<file path="src/rtl/sha_pkg.sv">
// Shared types, constants and SHA-256 message-schedule helpers for the
// byte-serial message schedule block.
package sha_pkg;

    typedef logic [31:0] word_t;

    typedef enum logic [1:0] {
        ST_IDLE,
        ST_LOAD,
        ST_FULL,
        ST_ROUND
    } state_t;

    localparam int WORDS_PER_BLOCK = 16;
    localparam int BYTES_PER_BLOCK = 64;
    localparam int ROUNDS          = 64;

    function automatic word_t rotr(input word_t x, input int unsigned n);
        return (x >> n) | (x << (32 - n));
    endfunction

    function automatic word_t sigma0(input word_t x);
        return rotr(x, 7) ^ rotr(x, 18) ^ (x >> 3);
    endfunction

    function automatic word_t sigma1(input word_t x);
        return rotr(x, 17) ^ rotr(x, 19) ^ (x >> 10);
    endfunction

endpackage

</file>
<file path="src/rtl/sha_byte_packer.sv">
// Packs big-endian message bytes into 32-bit words; word_valid marks the
// cycle in which the fourth byte of a word is presented.
module sha_byte_packer
    import sha_pkg::*;
(
    input  logic       clk,
    input  logic       rstn,
    input  logic       clear,
    input  logic       byte_en,
    input  logic [7:0] byte_in,
    output logic       word_valid,
    output word_t      word
);

    logic [1:0]  cnt_q;
    // Only the three leading bytes need storage; the fourth arrives live.
    logic [23:0] acc_q;

    // NOTE: sequential state is written with non-blocking assignments so every
    // register samples the pre-edge values regardless of statement order.
    always_ff @(posedge clk or negedge rstn) begin
        if (!rstn) begin
            cnt_q <= '0;
            acc_q <= '0;
        end else if (clear) begin
            cnt_q <= '0;
            acc_q <= '0;
        end else if (byte_en) begin
            cnt_q <= cnt_q + 2'd1;
            acc_q <= {acc_q[15:0], byte_in};
        end
    end

    assign word       = {acc_q, byte_in};
    assign word_valid = byte_en && (cnt_q == 2'd3);

endmodule

</file>
<file path="src/rtl/sha_msg_schedule.sv">
// SHA-256 message schedule: loads one 64-byte block into a 16-word sliding
// window, then emits W[0..63] one word per round-enable cycle.
module sha_msg_schedule
    import sha_pkg::*;
#(
    parameter bit ERR_CHECK = 1'b1
)
(
    input  logic        clk,
    input  logic        rstn,
    input  logic        flush,
    input  logic [7:0]  byte_in,
    input  logic        byte_valid,
    output logic        load_ready,
    output logic        block_loaded,
    input  logic        round_en,
    input  logic [5:0]  round_idx,
    output logic [31:0] w_out,
    output logic        w_valid,
    output logic        seq_err
);

    state_t state_q, state_d;
    logic [5:0] byte_cnt_q;
    logic [5:0] rnd_cnt_q;
    word_t      window_q [WORDS_PER_BLOCK];
    logic       block_loaded_q;

    logic  accept;
    logic  last_byte;
    logic  advance;
    logic  word_valid;
    word_t packed_word;
    word_t sched_word;
    word_t new_word;
    logic  shift_en;

    assign load_ready = (state_q == ST_IDLE) || (state_q == ST_LOAD);
    assign accept     = byte_valid && load_ready && !flush;
    assign last_byte  = accept && (byte_cnt_q == 6'(BYTES_PER_BLOCK - 1));

    // The FULL cycle that first sees round_en is round 0, so a controller
    // holding round_en for 64 cycles consumes exactly 64 words.
    assign advance = round_en && !flush &&
                     ((state_q == ST_FULL) || (state_q == ST_ROUND));

    sha_byte_packer u_packer (
        .clk        (clk),
        .rstn       (rstn),
        .clear      (flush),
        .byte_en    (accept),
        .byte_in    (byte_in),
        .word_valid (word_valid),
        .word       (packed_word)
    );

    assign sched_word = sigma1(window_q[14]) + window_q[9]
                      + sigma0(window_q[1]) + window_q[0];

    // NOTE: every variable driven here gets a default first, so no path can
    // leave it unassigned and infer a latch.
    always_comb begin
        new_word = sched_word;
        shift_en = 1'b0;
        if (word_valid) begin
            new_word = packed_word;
            shift_en = 1'b1;
        end else if (advance) begin
            shift_en = 1'b1;
        end
    end

    always_comb begin
        state_d = state_q;
        if (flush) begin
            state_d = ST_IDLE;
        end else begin
            case (state_q)
                ST_IDLE:  if (accept)    state_d = ST_LOAD;
                ST_LOAD:  if (last_byte) state_d = ST_FULL;
                ST_FULL:  if (advance)   state_d = ST_ROUND;
                ST_ROUND: if (advance && (rnd_cnt_q == 6'(ROUNDS - 1)))
                              state_d = ST_IDLE;
                default:  state_d = ST_IDLE;
            endcase
        end
    end

    always_ff @(posedge clk or negedge rstn) begin
        if (!rstn) begin
            state_q        <= ST_IDLE;
            byte_cnt_q     <= '0;
            rnd_cnt_q      <= '0;
            block_loaded_q <= 1'b0;
        end else begin
            state_q        <= state_d;
            block_loaded_q <= last_byte;
            if (flush) begin
                byte_cnt_q <= '0;
                rnd_cnt_q  <= '0;
            end else begin
                if (accept)  byte_cnt_q <= byte_cnt_q + 6'd1;
                if (advance) rnd_cnt_q  <= rnd_cnt_q + 6'd1;
            end
        end
    end

    // NOTE: the window is a small register file read combinationally at
    // reset exit (w_out), so it is cleared rather than left to power-up.
    always_ff @(posedge clk or negedge rstn) begin
        if (!rstn) begin
            for (int i = 0; i < WORDS_PER_BLOCK; i++) window_q[i] <= '0;
        end else if (shift_en) begin
            for (int i = 0; i < WORDS_PER_BLOCK - 1; i++) window_q[i] <= window_q[i + 1];
            window_q[WORDS_PER_BLOCK - 1] <= new_word;
        end
    end

    assign block_loaded = block_loaded_q;
    assign w_out        = window_q[0];
    assign w_valid      = advance;

    generate
        if (ERR_CHECK) begin : g_err
            logic seq_err_q;
            logic err_event;

            assign err_event = round_en && (
                (((state_q == ST_FULL) || (state_q == ST_ROUND)) && (round_idx != rnd_cnt_q)) ||
                (state_q == ST_IDLE) || (state_q == ST_LOAD));

            // Sticky until reset; flush deliberately leaves it set.
            always_ff @(posedge clk or negedge rstn) begin
                if (!rstn)          seq_err_q <= 1'b0;
                else if (err_event) seq_err_q <= 1'b1;
            end

            assign seq_err = seq_err_q;
        end else begin : g_no_err
            assign seq_err = 1'b0;
        end
    endgenerate

endmodule

</file>
<file path="config.mk">
export PLATFORM = sky130hd
export DESIGN_NAME = sha_msg_schedule
export DESIGN_NICKNAME = d
export VERILOG_FILES = /design/src/rtl/sha_pkg.sv /design/src/rtl/sha_byte_packer.sv /design/src/rtl/sha_msg_schedule.sv
export SDC_FILE = /design/constraint.sdc
export NUM_CORES = 1
export LEC_CHECK = 0
export CORE_MARGIN = 5
export CORE_UTILIZATION = 55
export CTS_CLUSTER_SIZE = 24
export DETAILED_ROUTE_END_ITERATION = 6
export PLACE_DENSITY_LB_ADDON = 0.15
export SLEW_MARGIN = 20
export SYNTH_ARGS = -nofsm -noshare
export SYNTH_HDL_FRONTEND = slang
export SYNTH_HIERARCHICAL = 1
export SYNTH_SLANG_ARGS = --single-unit
</file>
<file path="constraint.sdc">
create_clock -name clk -period 9.19 [get_ports clk]
set_clock_uncertainty 0.2 [all_clocks]
set_input_delay 1.3785 -clock clk [delete_from_list [all_inputs] [get_ports clk]]
set_output_delay 1.3785 -clock clk [all_outputs]
set_load 0.02 [all_outputs]
</file>
==> flow_summary.ini <==
[pwr]
power.density_nw_per_um2 = 379
internal_power_mw = 6.46
power_mw = 10.8
swShare_pct = 40.3
p_leak_nw = 13.8
clockPowerShare_pct = 22.6
seqPwrFrac_pct = 31.4
power.switching_mw = 4.37
ir_drop_mv = 0.261
pwr-share-comb_pct = 46.0

[critical_path]
r2r_end = window_q[27]
worst-r2r-cell-count = 15
start_kind = primary input
endpoint_kind = output port
startpoint = flush
critPathMaxFanout = 43
reg2reg_from = window_q[50]
r2r_slack_ns = 4.45
cp_cell_sequence = clkdlybuf4s50_1, buf_4, nand2b_1, buf_4, inv_2, clkdlybuf4s50_1
slowest_delay_ns = 0.60
cp_data_arrival_time_ns = 3.67
crit_required_ns = 7.61
crit_type = primary input to output port
setup.worst_path.end = w_valid
crit_path_top_delay_cell = clkdlybuf4s50_1

[floorplanning]
io_pins = 55
die-area_sq_um = 51400
num_rows = 79
die_x_um = 227
coreArea_sq_um = 46500
initial_core_util_pct = 55.6
dieHeight_um = 227

[flow_run]
max-cap-violations = 0

[cts]
clk_pin_slew_ns = 0.06
cts_setup_buffers = 0
cts_tree = built
htree_levels = 2
clockRootBuffer = clkbuf_16
ctsResizeCount = 0
post_cts_hold_buffer_count = 0
cts_buffers = 57
clkSinkCount = 554
clk_latency_ns = 0.61
cts.path.max_buffers = 3

[synthesis]
synthTopCellsByCount = dfrtp_1, mux2_2, inv_1
yosys_most_used_dff = dfrtp_1
yosysWarnings = 6
synth-edff-count = 0
ys_top_cells_by_area = dfrtp_1, mux2_2, fa_1, xnor2_1, xor2_1
postSynthAreaPerCell_sq_um = 12.9
ys_types = 80
syn-num-nets = 2126
synth.most_common_cell = dfrtp_1
synth.ff_latch_count = 554
async_flop_share_pct = 100
synth_area_leader_cell = dfrtp_1
synthesis.area_sq_um = 25800
yosys.area.top_type_share_pct = 53.7
ys_seq_area_share_pct = 53.7
syn_inst = 2006

[detailed_routing]
routed-wl-met2_mm = 24.3
wl_met3_mm = 2.74
final_antenna_net_count = 0
drt_iter0_drc = 1102
route.detailed.drc = 0
top_layer_used = met4
vias = 14500
wl_met1_mm = 25.8
dr.pass1.iters = 5
via_per_inst = 5.48
detail_route.wl_per_cell_um = 20.6
drt_wl_total_mm = 54.6

[global_route]
antenna_found_initial = 0
grt_first_pass_wirelength_mm = 86.6
grt_max_degree = 199
grt_pass1_vias = 14800
track_usage_pct = 21.8
grt_overflow = 0

[timing]
setup_viol = 0
slew_viol_final = 0
worst_slew_pin_slew_ns = 1.11
hold_viol = 0
fmax_mhz = 190
fin_crit_sh_pct = 57.1
slew-limit-headroom_pct = 26.0
rsz0062_at_grt = false
fin_setup_tns_ns = 0
fin_crit_ns = 5.25

[placed_design]
dp.cells = 2542
place_area_sq_um = 26500
io_buffers = 54
dpl.hpwl_mm = 38.7
finalWeightedCongestion = 0.907

[finish]
areaGrowthSynthToFinish_pct = 10.6
drive_above_1_share_pct = 27.4
antenna_cells = 0
final_nets = 2114
stdcell_area_sq_um = 28600
fin_cells = 2648

[outcome]
status = complete, no violations

[worst_hold_path]
hp-class = register to register
==> state kept, by name, summed over array words and instances (netlist names) <==
signal	cells
window_q	480
w_out	32
u_packer/acc_q	24
byte_cnt_q	6
rnd_cnt_q	6
state_q	2
u_packer/cnt_q	2
block_loaded	1
seq_err	1
==> routing by layer <==
| metal | global-route usage, % | vias up |
|---|---|---|
| li1 | - | 6734 |
| met1 | 33.1 | 7393 |
| met2 | 32.5 | 281 |
| met3 | 3.83 | 92 |
| met4 | 6.68 | 0 |
| met5 | 0 | - |
==> metrics by stage <==
stage / utilization [%] / hold slack, ns / setup slack (ns)
3_5_place_dp: 57.1 / 0.258 / 3.82
2_1_floorplan: - / 0.246 / 5.23
6_report: 61.5 / 0.265 / 3.94
4_1_cts: 61.5 / 0.274 / 3.93
5_1_grt: 61.5 / 0.298 / 3.83
3_3_place_gp: 57.1 / 0.251 / 3.91
==> power by group through the flow <==
| stage | Clock (mW) | Sequential, mW | Combinational [mW] |
|---|---|---|---|
| global route | 2.61 | 3.46 | 5.48 |
| finish | 2.45 | 3.41 | 4.98 |
| floorplan | 0 | 3.23 | 3.64 |
| detailed placement | 0 | 3.45 | 4.90 |
| global placement | 0 | 3.43 | 4.84 |
| CTS | 2.52 | 3.41 | 4.95 |
==> cell families after synthesis <==
logic type	after synthesis	share of synthesized area (%)
buf+inv	267	4.89
xor+xnor	154	5.22
mux	458	19.8
simple gates	261	4.58
compound gates	211	5.09
fa+ha+maj	101	6.70
flops	554	53.7
==> layout by cell type, fill, tap and decap left out, types with 7 or more instances in the layout <==
cell type / n
nand4_1: 8
fa_1: 62
mux2i_1: 34
bufinv_16: 7
inv_1: 130
o21ai_0: 89
nor3_1: 7
mux2_2: 424
clkbuf_16: 59
o21ai_1: 13
dfrtp_1: 554
clkdlybuf4s50_1: 53
and3_1: 11
nand3_1: 19
nand2_1: 116
nor2_1: 63
ha_1: 39
a21oi_1: 41
xor2_1: 67
clkinv_2: 10
clkbuf_8: 17
xnor2_1: 87
==> critical path: cells and delay by family <==
kind	cells	cell delay, ns
buf+inv	5	2.11
simple gates	1	0.17
==> final cells by class <==
type                    instances  area, sq um
repair buffers                 64          687
multi-input cells            1185        10700
clock inverters                24          319
fillers                      3680        17900
inverters                     132          495
flip-flops and latches        554        13900
clock buffers                  82         1730
well taps                     607          759
==> worst min-delay path by stage <==
| stage | startpoint | endpoint | slack (ns) | cells past startpoint |
|---|---|---|---|---|
| final | seq_err | seq_err | 0.27 | 1 |
| after global placement | seq_err | seq_err | 0.25 | 1 |
| after CTS | seq_err | seq_err | 0.27 | 1 |
| after global routing | window_q[179] | window_q[211] | 0.30 | 2 |
| after floorplan | window_q[161] | window_q[193] | 0.25 | 2 |
| after detailed placement | seq_err | seq_err | 0.26 | 1 |
(Power assumes the default switching activity.)
